**src/rtl/dma_burst_split_if.sv**
```systemverilog
// dma_burst_split_if
// Bundles the request/beat signals between the burst splitter and the read
// burst engine.
//   master : splitter side  (drives eng_valid/eng_addr/eng_len)
//   slave  : engine side    (drives eng_idle/eng_ready/eng_rdata/eng_error)
// Parameters: ADDR_W byte-address width, DATA_W beat width.
interface dma_burst_split_if #(
  parameter int ADDR_W = 32,
  parameter int DATA_W = 32
) ();
  logic              eng_valid;
  logic [ADDR_W-1:0] eng_addr;
  logic [7:0]        eng_len;
  logic              eng_idle;
  logic              eng_ready;
  logic [DATA_W-1:0] eng_rdata;
  logic              eng_error;

  modport master (
    output eng_valid, eng_addr, eng_len,
    input  eng_idle, eng_ready, eng_rdata, eng_error
  );

  modport slave (
    input  eng_valid, eng_addr, eng_len,
    output eng_idle, eng_ready, eng_rdata, eng_error
  );
endinterface

```
**src/rtl/dma_burst_split.sv**
```systemverilog
// dma_burst_split
// Splits a word-count DMA read transfer into engine bursts that never exceed
// MAX_BEATS beats and never cross a 4 KiB address page. Beats returned by the
// engine are forwarded to the consumer unchanged.
//
// Ports
//   clk, rst            clock, asynchronous active-high reset
//   i_start             one-cycle transfer request (ignored unless idle)
//   i_start_addr        transfer byte start address
//   i_xfer_words        transfer length in words
//   o_busy              transfer in progress (CALC/BURST/NEXT)
//   o_done              one-cycle completion pulse, the cycle after DONE
//   o_err               sticky error, cleared by the next accepted start
//   o_words_done        beats delivered in the current transfer
//   eng                 burst engine interface (master modport)
//   o_out_valid         beat valid to consumer
//   o_out_data          beat data to consumer
//
// Build option: define DMA_SPLIT_ABORT_EN to stop issuing bursts after an
// engine error; by default the remaining bursts are still issued.
//
// state | meaning
// IDLE  | waiting for start
// CALC  | size next burst, wait for engine idle
// BURST | request held, counting beats
// NEXT  | advance address/remaining, sample engine error
// DONE  | raise done, return to IDLE
module dma_burst_split #(
  parameter int ADDR_W    = 32,
  parameter int DATA_W    = 32,
  parameter int CNT_W     = 16,
  parameter int MAX_BEATS = 16
) (
  input  logic              clk,
  input  logic              rst,
  input  logic              i_start,
  input  logic [ADDR_W-1:0] i_start_addr,
  input  logic [CNT_W-1:0]  i_xfer_words,
  output logic              o_busy,
  output logic              o_done,
  output logic              o_err,
  output logic [CNT_W-1:0]  o_words_done,
  dma_burst_split_if.master eng,
  output logic              o_out_valid,
  output logic [DATA_W-1:0] o_out_data
);
  localparam int BYTES = DATA_W / 8;
  localparam int LSB   = $clog2(BYTES);
  // Internal beat arithmetic must hold both the word count and a page's worth
  // of words, whichever is wider.
  localparam int MW    = (CNT_W > 13) ? CNT_W : 13;

  typedef enum logic [2:0] {S_IDLE, S_CALC, S_BURST, S_NEXT, S_DONE} state_t;

  state_t            r_state;
  logic [ADDR_W-1:0] r_addr;
  logic [MW-1:0]     r_remain;
  logic [MW-1:0]     r_beats;
  logic [7:0]        r_beat_cnt;
  logic              r_busy;
  logic              r_done;
  logic              r_err;
  logic [CNT_W-1:0]  r_words_done;
  logic              r_eng_valid;
  logic [ADDR_W-1:0] r_eng_addr;
  logic [7:0]        r_eng_len;

  logic [12:0]       w_page_bytes;
  logic [MW-1:0]     w_page_words;
  logic [MW-1:0]     w_max;
  logic [MW-1:0]     w_b1;
  logic [MW-1:0]     w_beats;
  logic [MW-1:0]     w_rem_next;
  logic [ADDR_W-1:0] w_step;
  logic              w_misalign;
  logic              w_last;

  // Bytes left before the next 4 KiB boundary (1..4096), then in words.
  assign w_page_bytes = 13'd4096 - {1'b0, r_addr[11:0]};
  assign w_page_words = MW'(w_page_bytes >> LSB);
  assign w_max        = MW'(MAX_BEATS);
  assign w_b1         = (r_remain < w_max) ? r_remain : w_max;
  assign w_beats      = (w_b1 < w_page_words) ? w_b1 : w_page_words;

  assign w_rem_next   = r_remain - r_beats;
  assign w_step       = ADDR_W'(r_beats) << LSB;
  assign w_misalign   = (i_start_addr & ADDR_W'(BYTES - 1)) != '0;

`ifdef DMA_SPLIT_ABORT_EN
  assign w_last = (w_rem_next == '0) || eng.eng_error;
`else
  assign w_last = (w_rem_next == '0);
`endif

  always_ff @(posedge clk or posedge rst) begin
    if (rst) begin
      r_state      <= S_IDLE;
      r_addr       <= '0;
      r_remain     <= '0;
      r_beats      <= '0;
      r_beat_cnt   <= '0;
      r_busy       <= 1'b0;
      r_done       <= 1'b0;
      r_err        <= 1'b0;
      r_words_done <= '0;
      r_eng_valid  <= 1'b0;
      r_eng_addr   <= '0;
      r_eng_len    <= '0;
    end else begin
      r_done <= 1'b0;
      case (r_state)
        S_IDLE: begin
          if (i_start) begin
            r_words_done <= '0;
            if (i_xfer_words == '0) begin
              r_err   <= 1'b0;
              r_state <= S_DONE;
            end else if (w_misalign) begin
              r_err   <= 1'b1;
              r_state <= S_DONE;
            end else begin
              r_addr   <= i_start_addr;
              r_remain <= MW'(i_xfer_words);
              r_err    <= 1'b0;
              r_busy   <= 1'b1;
              r_state  <= S_CALC;
            end
          end
        end
        S_CALC: begin
          // Address and remaining are frozen here, so re-registering each
          // cycle while waiting for the engine keeps the request constant.
          r_eng_addr <= r_addr;
          r_eng_len  <= w_beats[7:0] - 8'd1;
          r_beats    <= w_beats;
          r_beat_cnt <= '0;
          if (eng.eng_idle) begin
            r_eng_valid <= 1'b1;
            r_state     <= S_BURST;
          end
        end
        S_BURST: begin
          if (eng.eng_ready) begin
            r_beat_cnt   <= r_beat_cnt + 8'd1;
            r_words_done <= r_words_done + CNT_W'(1);
            if (r_beat_cnt == r_eng_len) begin
              r_eng_valid <= 1'b0;
              r_state     <= S_NEXT;
            end
          end
        end
        S_NEXT: begin
          r_addr   <= r_addr + w_step;
          r_remain <= w_rem_next;
          if (eng.eng_error) r_err <= 1'b1;
          if (w_last) begin
            r_busy  <= 1'b0;
            r_state <= S_DONE;
          end else begin
            r_state <= S_CALC;
          end
        end
        S_DONE: begin
          r_done  <= 1'b1;
          r_state <= S_IDLE;
        end
        default: r_state <= S_IDLE;
      endcase
    end
  end

  assign eng.eng_valid = r_eng_valid;
  assign eng.eng_addr  = r_eng_addr;
  assign eng.eng_len   = r_eng_len;

  assign o_busy        = r_busy;
  assign o_done        = r_done;
  assign o_err         = r_err;
  assign o_words_done  = r_words_done;
  assign o_out_valid   = eng.eng_ready && (r_state == S_BURST);
  assign o_out_data    = eng.eng_rdata;
endmodule

```
**src/flat_wrapper.sv**
```systemverilog
// flat-port wrapper written by rule: the top's interface ports become plain ports
module dma_burst_split_flat 
#(
  parameter int ADDR_W    = 32,
  parameter int DATA_W    = 32,
  parameter int CNT_W     = 16,
  parameter int MAX_BEATS = 16
)
  (clk, rst, i_start, i_start_addr, i_xfer_words, o_busy, o_done, o_err, o_words_done, o_out_valid, o_out_data, eng_eng_valid, eng_eng_addr, eng_eng_len, eng_eng_idle, eng_eng_ready, eng_eng_rdata, eng_eng_error);
  dma_burst_split_if #(.ADDR_W(ADDR_W), .DATA_W(DATA_W)) eng_i ();
  input  logic clk;
  input  logic rst;
  input  logic i_start;
  input  logic [ADDR_W-1:0] i_start_addr;
  input  logic [CNT_W-1:0] i_xfer_words;
  output logic o_busy;
  output logic o_done;
  output logic o_err;
  output logic [CNT_W-1:0] o_words_done;
  output logic o_out_valid;
  output logic [DATA_W-1:0] o_out_data;
  output wire logic [$bits(eng_i.eng_valid)-1:0] eng_eng_valid;
  output wire logic [$bits(eng_i.eng_addr)-1:0] eng_eng_addr;
  output wire logic [$bits(eng_i.eng_len)-1:0] eng_eng_len;
  input wire logic [$bits(eng_i.eng_idle)-1:0] eng_eng_idle;
  input wire logic [$bits(eng_i.eng_ready)-1:0] eng_eng_ready;
  input wire logic [$bits(eng_i.eng_rdata)-1:0] eng_eng_rdata;
  input wire logic [$bits(eng_i.eng_error)-1:0] eng_eng_error;
  assign eng_eng_valid = eng_i.eng_valid;
  assign eng_eng_addr = eng_i.eng_addr;
  assign eng_eng_len = eng_i.eng_len;
  assign eng_i.eng_idle = eng_eng_idle;
  assign eng_i.eng_ready = eng_eng_ready;
  assign eng_i.eng_rdata = eng_eng_rdata;
  assign eng_i.eng_error = eng_eng_error;
  dma_burst_split #(.ADDR_W(ADDR_W), .DATA_W(DATA_W), .CNT_W(CNT_W), .MAX_BEATS(MAX_BEATS)) u_core (.clk(clk), .rst(rst), .i_start(i_start), .i_start_addr(i_start_addr), .i_xfer_words(i_xfer_words), .o_busy(o_busy), .o_done(o_done), .o_err(o_err), .o_words_done(o_words_done), .eng(eng_i), .o_out_valid(o_out_valid), .o_out_data(o_out_data));
endmodule
```
**config.mk**
```make
export PLATFORM = sky130hd
export DESIGN_NAME = dma_burst_split_flat
export DESIGN_NICKNAME = d
export VERILOG_FILES = /design/src/rtl/dma_burst_split_if.sv /design/src/rtl/dma_burst_split.sv /design/src/flat_wrapper.sv
export SDC_FILE = /design/constraint.sdc
export NUM_CORES = 1
export LEC_CHECK = 0
export BUFFER_PORTS_ARGS = -buffer_cell sky130_fd_sc_hd__buf_2
export CORE_AREA = 10 10 193 176
export DETAILED_ROUTE_END_ITERATION = 10
export DIE_AREA = 0 0 203 186
export PLACE_DENSITY = 0.49
export SLEW_MARGIN = 20
export SYNTH_ARGS = -nofsm -noshare
export SYNTH_HDL_FRONTEND = slang
export SYNTH_SLANG_ARGS = --single-unit
export TNS_END_PERCENT = 100
```
**constraint.sdc**
```tcl
create_clock -name clk -period 4.75 [get_ports clk]
set_clock_uncertainty 0.1 [all_clocks]
set_input_delay 0.95 -clock clk [delete_from_list [all_inputs] [get_ports clk]]
set_output_delay 0.95 -clock clk [all_outputs]
set_load 0.02 [all_outputs]
```
**Yosys cells after proc, flatten, opt, wreduce, memory -nomap -nowiden**

Index checks and enable logic that the tools add are counted.

- Output and inout bits: 93
- Logic and storage cells: 86
- Bits in registers: 135
- Input bits: 86

- Multiplexer cells: 38
- Equal/unequal tests: 13
- Reduce and logical (&&, ||, !) cells: 15
- Order comparisons: 2
- Add/sub/neg operators: 6

Operators with widths:

| cell | count |
|---|---|
| 16-bit two-way mux | 7 |
| 32-bit two-way mux | 3 |
| 16-bit case mux with 2 select lines | 2 |
| 32-bit case mux with 2 select lines | 1 |
| 32-bit by 18-bit adder with 32-bit output | 1 |
| 16-bit zero test | 2 |
| 32-bit nonzero test | 1 |
| 3-bit two-way mux | 7 |
| 16-bit by 1-bit adder with 16-bit output, second input constant | 1 |
| 16-bit by 11-bit less-than comparator with 1-bit output | 1 |
| 16-bit by 5-bit less-than comparator with 1-bit output, second input constant | 1 |
| 8-bit case mux with 2 select lines | 1 |
| 16-bit subtractor | 1 |
| 13-bit by 12-bit subtractor with 13-bit output, first input constant | 1 |
| 1-bit two-way mux | 12 |
| 2-bit != test, second input constant | 6 |
| 3-bit case mux with 4 select lines | 1 |
| 4-bit AND reduction | 3 |
| 8-bit by 1-bit adder with 8-bit output, second input constant | 1 |
| 8-bit == test | 1 |
| 8-bit two-way mux | 1 |
| 8-bit by 1-bit subtractor with 8-bit output, second input constant | 1 |
| 3-bit by 2-bit == test with 1-bit output, second input constant | 2 |
| 1-bit case mux with 2 select lines | 3 |
| other kinds (9) | 13 |

**Longest topological paths before layout**

- Depth after elaboration: 5
- Mapped depth: 19

**Least setup slack after synthesis**

OpenSTA, ideal clock, no wires.

- Path kind: register -> register
- Start: register u_core.r_addr[2]
- End: register u_core.r_eng_len[4], in the netlist u_core.eng.eng_len[4]
- Required time: 4.532 ns
- Cell stages (with the launch flop): 19
- Slack: 0.698 ns
- Setup time: 0.118 ns
- Data arrival time: 3.834 ns
- Period minus slack after synthesis: 4.052 ns
- Path through: dfrtp_1 buf_6 nor4_2 and3b_1 nand2b_1 nor3_1 xor2_1 ha_1 nand3_1 or3_1 a311o_1 o211ai_2 buf_6 mux2_2 ha_1 nor3b_1 nor3_1 a211oi_1 a21o_1

- Word-level cells in the longest chain between the ends: 4

RTL lines:

| item | line | text |
|---|---|---|
| from (decl) | dma_burst_split.sv:56 | `logic [ADDR_W-1:0] r_addr;` |
| from (signal assigned) | dma_burst_split.sv:122 | `r_addr <= i_start_addr;` |
| from (signal assigned) | dma_burst_split.sv:153 | `r_addr <= r_addr + w_step;` |
| 13-bit by 12-bit subtractor with 13-bit output * | dma_burst_split.sv:79 | `assign w_page_bytes = 13'd4096 - {1'b0, r_addr[11:0]};` |
| 16-bit by 11-bit less-than comparator with 1-bit output | dma_burst_split.sv:83 | `assign w_beats = (w_b1 < w_page_words) ? w_b1 : w_page_words;` |
| 16-bit two-way mux * | dma_burst_split.sv:83 |  |
| 8-bit by 1-bit subtractor with 8-bit output * | dma_burst_split.sv:134 | `r_eng_len <= w_beats[7:0] - 8'd1;` |
| to (signal assigned) | dma_burst_split.sv:134 |  |
| to (decl) | dma_burst_split.sv:66 | `logic [7:0] r_eng_len;` |

Mark *: on every way between the ends. The rest lies on a longest branch, timed or not.
A chain may end at the register's enable or synchronous reset.

**Worst setup path in the final report**

- Start: register u_core.r_addr[0]
- End: register u_core.r_eng_len[4], in the netlist u_core.eng.eng_len[4]

The elaborated chain is that of the path after synthesis.

==> flow_results.xml <==
<?xml version="1.0" encoding="UTF-8"?>
<metrics>
  <group name="clock_tree">
    <metric name="postCtsSetupRepairBufs" unit="">0</metric>
    <metric name="root_buffer" unit="">sky130_fd_sc_hd__clkbuf_16</metric>
    <metric name="ctsResizeCount" unit="">0</metric>
    <metric name="clk_pin_slew_worst_paths" unit="ps">60</metric>
    <metric name="worstSkewPairLatency" unit="ps">430</metric>
    <metric name="cts_made_buffers" unit="">17</metric>
    <metric name="clockBufferDepth" unit="">2</metric>
    <metric name="post_cts_hold_buffer_count" unit="">0</metric>
    <metric name="clock_sinks" unit="">135</metric>
    <metric name="cts.htree.levels" unit="">4</metric>
    <metric name="tritoncts_clock_tree" unit="">done</metric>
  </group>
  <group name="detailed_routing">
    <metric name="route.detailed.vias_per_inst" unit="">5.05</metric>
    <metric name="via_count" unit="">7499</metric>
    <metric name="drt-pass1-iter-count" unit="">5</metric>
    <metric name="drc" unit="">0</metric>
    <metric name="drt-wirelength-per-cell" unit="um">18.1</metric>
    <metric name="routed_wirelength" unit="mm">26.9</metric>
    <metric name="detail-route-antenna-nets" unit="">0</metric>
    <metric name="drt_first_iter_violations" unit="">552</metric>
  </group>
  <group name="worst_setup_path">
    <metric name="data_required_time_of_the_worst_path" unit="ps">4970</metric>
    <metric name="criticalPathCategory" unit="">flip-flop to flip-flop</metric>
    <metric name="crit-reg2reg-launch" unit="">u_core.r_addr[0]</metric>
    <metric name="critical_path.slowest_cell" unit="">sky130_fd_sc_hd__dfrtp_1</metric>
    <metric name="crit_fanout" unit="">5</metric>
    <metric name="sequence_of_cells_on_the_critical_path" unit="">nor4_2 -&gt; and3b_1 -&gt; nand2b_1 -&gt; nor3_1 -&gt; xor2_1 -&gt; ha_1 -&gt; nand3_1 -&gt; or3_1 -&gt; a311o_1 -&gt; o211ai_2 -&gt; mux2_2 -&gt; ha_1 -&gt; nor3b_1 -&gt; nor3_1 -&gt; a211oi_1 -&gt; a21o_1</metric>
    <metric name="regToRegEndpoint" unit="">u_core.eng.eng_len[4]</metric>
    <metric name="startpoint" unit="">u_core.r_addr[0]</metric>
    <metric name="delay_of_the_slowest_cell_on_the_worst_path" unit="ps">430</metric>
    <metric name="start_kind" unit="">flip-flop</metric>
    <metric name="worst-r2r-cell-count" unit="">16</metric>
    <metric name="timing.reg2reg.setup_slack" unit="ps">390</metric>
    <metric name="timing.critical_path.to" unit="">u_core.eng.eng_len[4]</metric>
    <metric name="data_arrival_at_the_endpoint_of_the_critical_path" unit="ps">4580</metric>
    <metric name="kind_of_capture_point_of_the_worst_setup_path" unit="">flip-flop</metric>
  </group>
  <group name="logic_synthesis">
    <metric name="synth_area" unit="um^2">8850</metric>
    <metric name="synth.cells.most_frequent" unit="">sky130_fd_sc_hd__nand2_1 (163), sky130_fd_sc_hd__dfrtp_1 (135), sky130_fd_sc_hd__nor2_1 (87)</metric>
    <metric name="postSynth.asyncResetShare" unit="">1.00</metric>
    <metric name="synth.ff_latch_count" unit="">135</metric>
    <metric name="most_common_cell_in_the_netlist" unit="">sky130_fd_sc_hd__nand2_1</metric>
    <metric name="yosysUniqueCellTypes" unit="">94</metric>
    <metric name="post_synth_mux_area_share" unit="">0.00933</metric>
    <metric name="postSynthAreaPerCell" unit="um^2">8.87</metric>
    <metric name="synth_area_leaders" unit="">sky130_fd_sc_hd__dfrtp_1 (38%), sky130_fd_sc_hd__nand2_1 (6.9%), sky130_fd_sc_hd__ha_1 (6.2%), sky130_fd_sc_hd__nor2_1 (3.7%), sky130_fd_sc_hd__buf_4 (3.1%)</metric>
    <metric name="synth_sequential_area_ratio" unit="">0.382</metric>
    <metric name="synth_compound_gate_area_share" unit="">0.198</metric>
    <metric name="ys_dominant_reg_cell" unit="">sky130_fd_sc_hd__dfrtp_1</metric>
    <metric name="synth_simple_gate_area_frac" unit="">0.217</metric>
    <metric name="synth_warnings" unit="">0</metric>
    <metric name="synth-xor-area-share" unit="">0.0553</metric>
    <metric name="synth.largest_area_cell" unit="">sky130_fd_sc_hd__dfrtp_1</metric>
    <metric name="post-synth-top-area-fraction" unit="">0.382</metric>
    <metric name="synth_enable_flop_cells" unit="">0</metric>
    <metric name="post_synth_inst_count" unit="">998</metric>
    <metric name="largest_family_of_logic_cells_by_synthesized_area" unit="">simple AND/OR/NAND/NOR gates</metric>
    <metric name="synthAdderAreaFrac" unit="">0.0667</metric>
  </group>
  <group name="placement">
    <metric name="dp.final_hpwl" unit="mm">20.2</metric>
    <metric name="place_inst" unit="">1455</metric>
    <metric name="place_congestion" unit="">0.878</metric>
    <metric name="port_buffers" unit="">114</metric>
  </group>
  <group name="global_routing">
    <metric name="initial_antenna_violation_count" unit="">1</metric>
    <metric name="maximum_number_of_pins_on_one_net_before_global_route_repair" unit="">92</metric>
    <metric name="grt_use_total" unit="">0.144</metric>
    <metric name="grt_overflow" unit="">0</metric>
    <metric name="grt_pass1_vias" unit="">7400</metric>
    <metric name="grt_first_pass_wirelength" unit="mm">42.5</metric>
  </group>
  <group name="sta">
    <metric name="clock.fmax" unit="GHz">0.229</metric>
    <metric name="post-route-min-period" unit="ps">4360</metric>
    <metric name="timing.final.setup_violations" unit="">0</metric>
    <metric name="timing.final.hold_violations" unit="">0</metric>
    <metric name="worstMarginPinSlew" unit="ps">1060</metric>
    <metric name="slew_violations" unit="">0</metric>
    <metric name="layout_worst_path_cycle_share" unit="">0.918</metric>
    <metric name="slew_headroom" unit="">0.294</metric>
    <metric name="hold_slack" unit="ps">366</metric>
    <metric name="setup_total_negative_slack" unit="ps">0</metric>
    <metric name="grt_setup_unrepaired" unit="">false</metric>
  </group>
  <group name="pwr">
    <metric name="p_leak" unit="nW">4.67</metric>
    <metric name="cellPowerDensity" unit="nW/um^2">733</metric>
    <metric name="ir_worst_vdd" unit="V">0.000283</metric>
  </group>
  <group name="cells_and_area">
    <metric name="layout.filler_cells" unit="">3150</metric>
    <metric name="finalNetCount" unit="">1203</metric>
    <metric name="post_route_cells_drive_above_1_share" unit="">0.201</metric>
    <metric name="syn_to_final_growth" unit="%">14.6</metric>
    <metric name="finalNonFillerCells" unit="">1486</metric>
  </group>
  <group name="floorplanning">
    <metric name="io_pins" unit="">179</metric>
    <metric name="initial_core_util" unit="">0.297</metric>
    <metric name="std_cell_rows" unit="">60</metric>
    <metric name="core-area" unit="um^2">29800</metric>
    <metric name="die-area" unit="um^2">37800</metric>
    <metric name="die_y" unit="um">186</metric>
    <metric name="dieWidth" unit="um">203</metric>
  </group>
  <group name="run">
    <metric name="max_cap_viol_count" unit="">0</metric>
  </group>
  <group name="run_status">
    <metric name="result_of_the_run" unit="">finished clean</metric>
  </group>
  <group name="worst_hold_path">
    <metric name="hold_path_class" unit="">flip-flop to flip-flop</metric>
  </group>
</metrics>
[layout by cell type (no fill, tap or decap), drive strengths merged, types with 4 or more instances in the layout]
cell type	Yosys	routed
xor2	26	26
inv	37	37
or3	5	5
ha	44	44
a22oi	6	6
a311oi	7	7
nand2	163	163
nand4	11	11
nor3b	4	4
xnor2	29	29
o21a	9	9
o21ai	49	49
o221a	5	5
nor2b	7	7
or2	4	4
a221oi	6	6
clkbuf	22	20
buf	56	127
nor3	17	17
dfrtp	135	135
nor4	9	9
a21o	15	15
nand3	24	24
a211oi	29	29
nor2	92	92
conb	1	6
nand2b	10	10
a21boi	4	4
clkinv	0	5
mux2i	6	6
a31oi	6	6
o22ai	16	16
o211ai	5	5
and2	13	13
and3	19	19
a21oi	56	56
[sequential cells by signal (all words and copies together) (netlist names)]
| name | cells |
|---|---|
| u_core.eng.eng_addr | 32 |
| u_core.eng.eng_len | 8 |
| u_core.eng.eng_valid | 1 |
| u_core.o_busy | 1 |
| u_core.o_done | 1 |
| u_core.o_err | 1 |
| u_core.o_words_done | 16 |
| u_core.r_addr | 32 |
| u_core.r_beat_cnt | 8 |
| u_core.r_beats | 16 |
| u_core.r_remain | 16 |
| u_core.r_state | 3 |
[metrics by stage]
stage               power [mW]   util  cell area (um^2)  setup slack [ps]
detailed placement        6.11  0.321              9560               389
CTS                       7.50  0.340             10100               370
global placement          6.10  0.321              9560               479
finish                    7.44  0.340             10100               389
floorplan                 5.08      -              8870              88.9
global route              8.08  0.340             10100              98.8
[area by class of cell]
| cell class | instances | area (um^2) | area share |
|---|---|---|---|
| multi-input combinational | 753 | 4870 | 0.480 |
| timing repair buffer | 127 | 668 | 0.0659 |
| inverter | 37 | 144 | 0.0142 |
| sequential | 135 | 3380 | 0.333 |
| clock inverter | 10 | 130 | 0.0128 |
| clock buffer | 20 | 447 | 0.0440 |
| tap | 403 | 504 | 0.0497 |
| antenna | 1 | 2.50 | 0.000247 |
[kinds of logic (layout without fill, tap and decap cells)]
kind of cell    Yosys count  count (layout)
simple gates            392             392
compound gates          246             246
flops                   135             135
buf+inv                 115             194
xor+xnor                 55              55
fa+ha+maj                46              46
mux                       8               8
other cells               1               7
[worst min path at each step]
| stage | from | endpoint | cells after the start |
|---|---|---|---|
| 6_report | u_core.eng.eng_addr[26] | u_core.eng.eng_addr[26] | 2 |
| 3_5_place_dp | u_core.eng.eng_addr[26] | u_core.eng.eng_addr[26] | 2 |
| 5_1_grt | u_core.eng.eng_addr[30] | u_core.eng.eng_addr[30] | 2 |
| 3_3_place_gp | u_core.eng.eng_addr[13] | u_core.eng.eng_addr[13] | 2 |
| 4_1_cts | u_core.eng.eng_addr[26] | u_core.eng.eng_addr[26] | 2 |
| 2_1_floorplan | u_core.r_addr[30] | u_core.eng.eng_addr[30] | 2 |
[power by group]
group / leakage (nW) / internal, mW / switching, mW
combinational: 2.72 / 1.57 / 2.48
clock: 0.281 / 0.828 / 0.520
sequential: 1.66 / 1.58 / 0.452
[worst max-delay path, delay by kind of cell (launching register included)]
family / cells / cell delay (ps)
AND/OR/NAND/NOR: 8 / 2000
AO/OA/AOI/OAI: 4 / 640
adder cells (fa/ha/maj): 2 / 450
flip-flops: 1 / 430
multiplexers: 1 / 380
XOR/XNOR: 1 / 260
[routing by layer]
| metal | global-route usage | share of wire | wire length (um) | vias up |
|---|---|---|---|---|
| met5 | 0 | 0 | 0 | - |
| met2 | 0.221 | 0.44 | 11900 | 199 |
| met1 | 0.196 | 0.49 | 13200 | 3618 |
| li1 | - | - | - | 3660 |
| met3 | 0.0325 | 0.054 | 1440 | 22 |
| met4 | 0.0438 | 0.014 | 374 | 0 |
No activity file was read; power rests on OpenSTA's default activity.
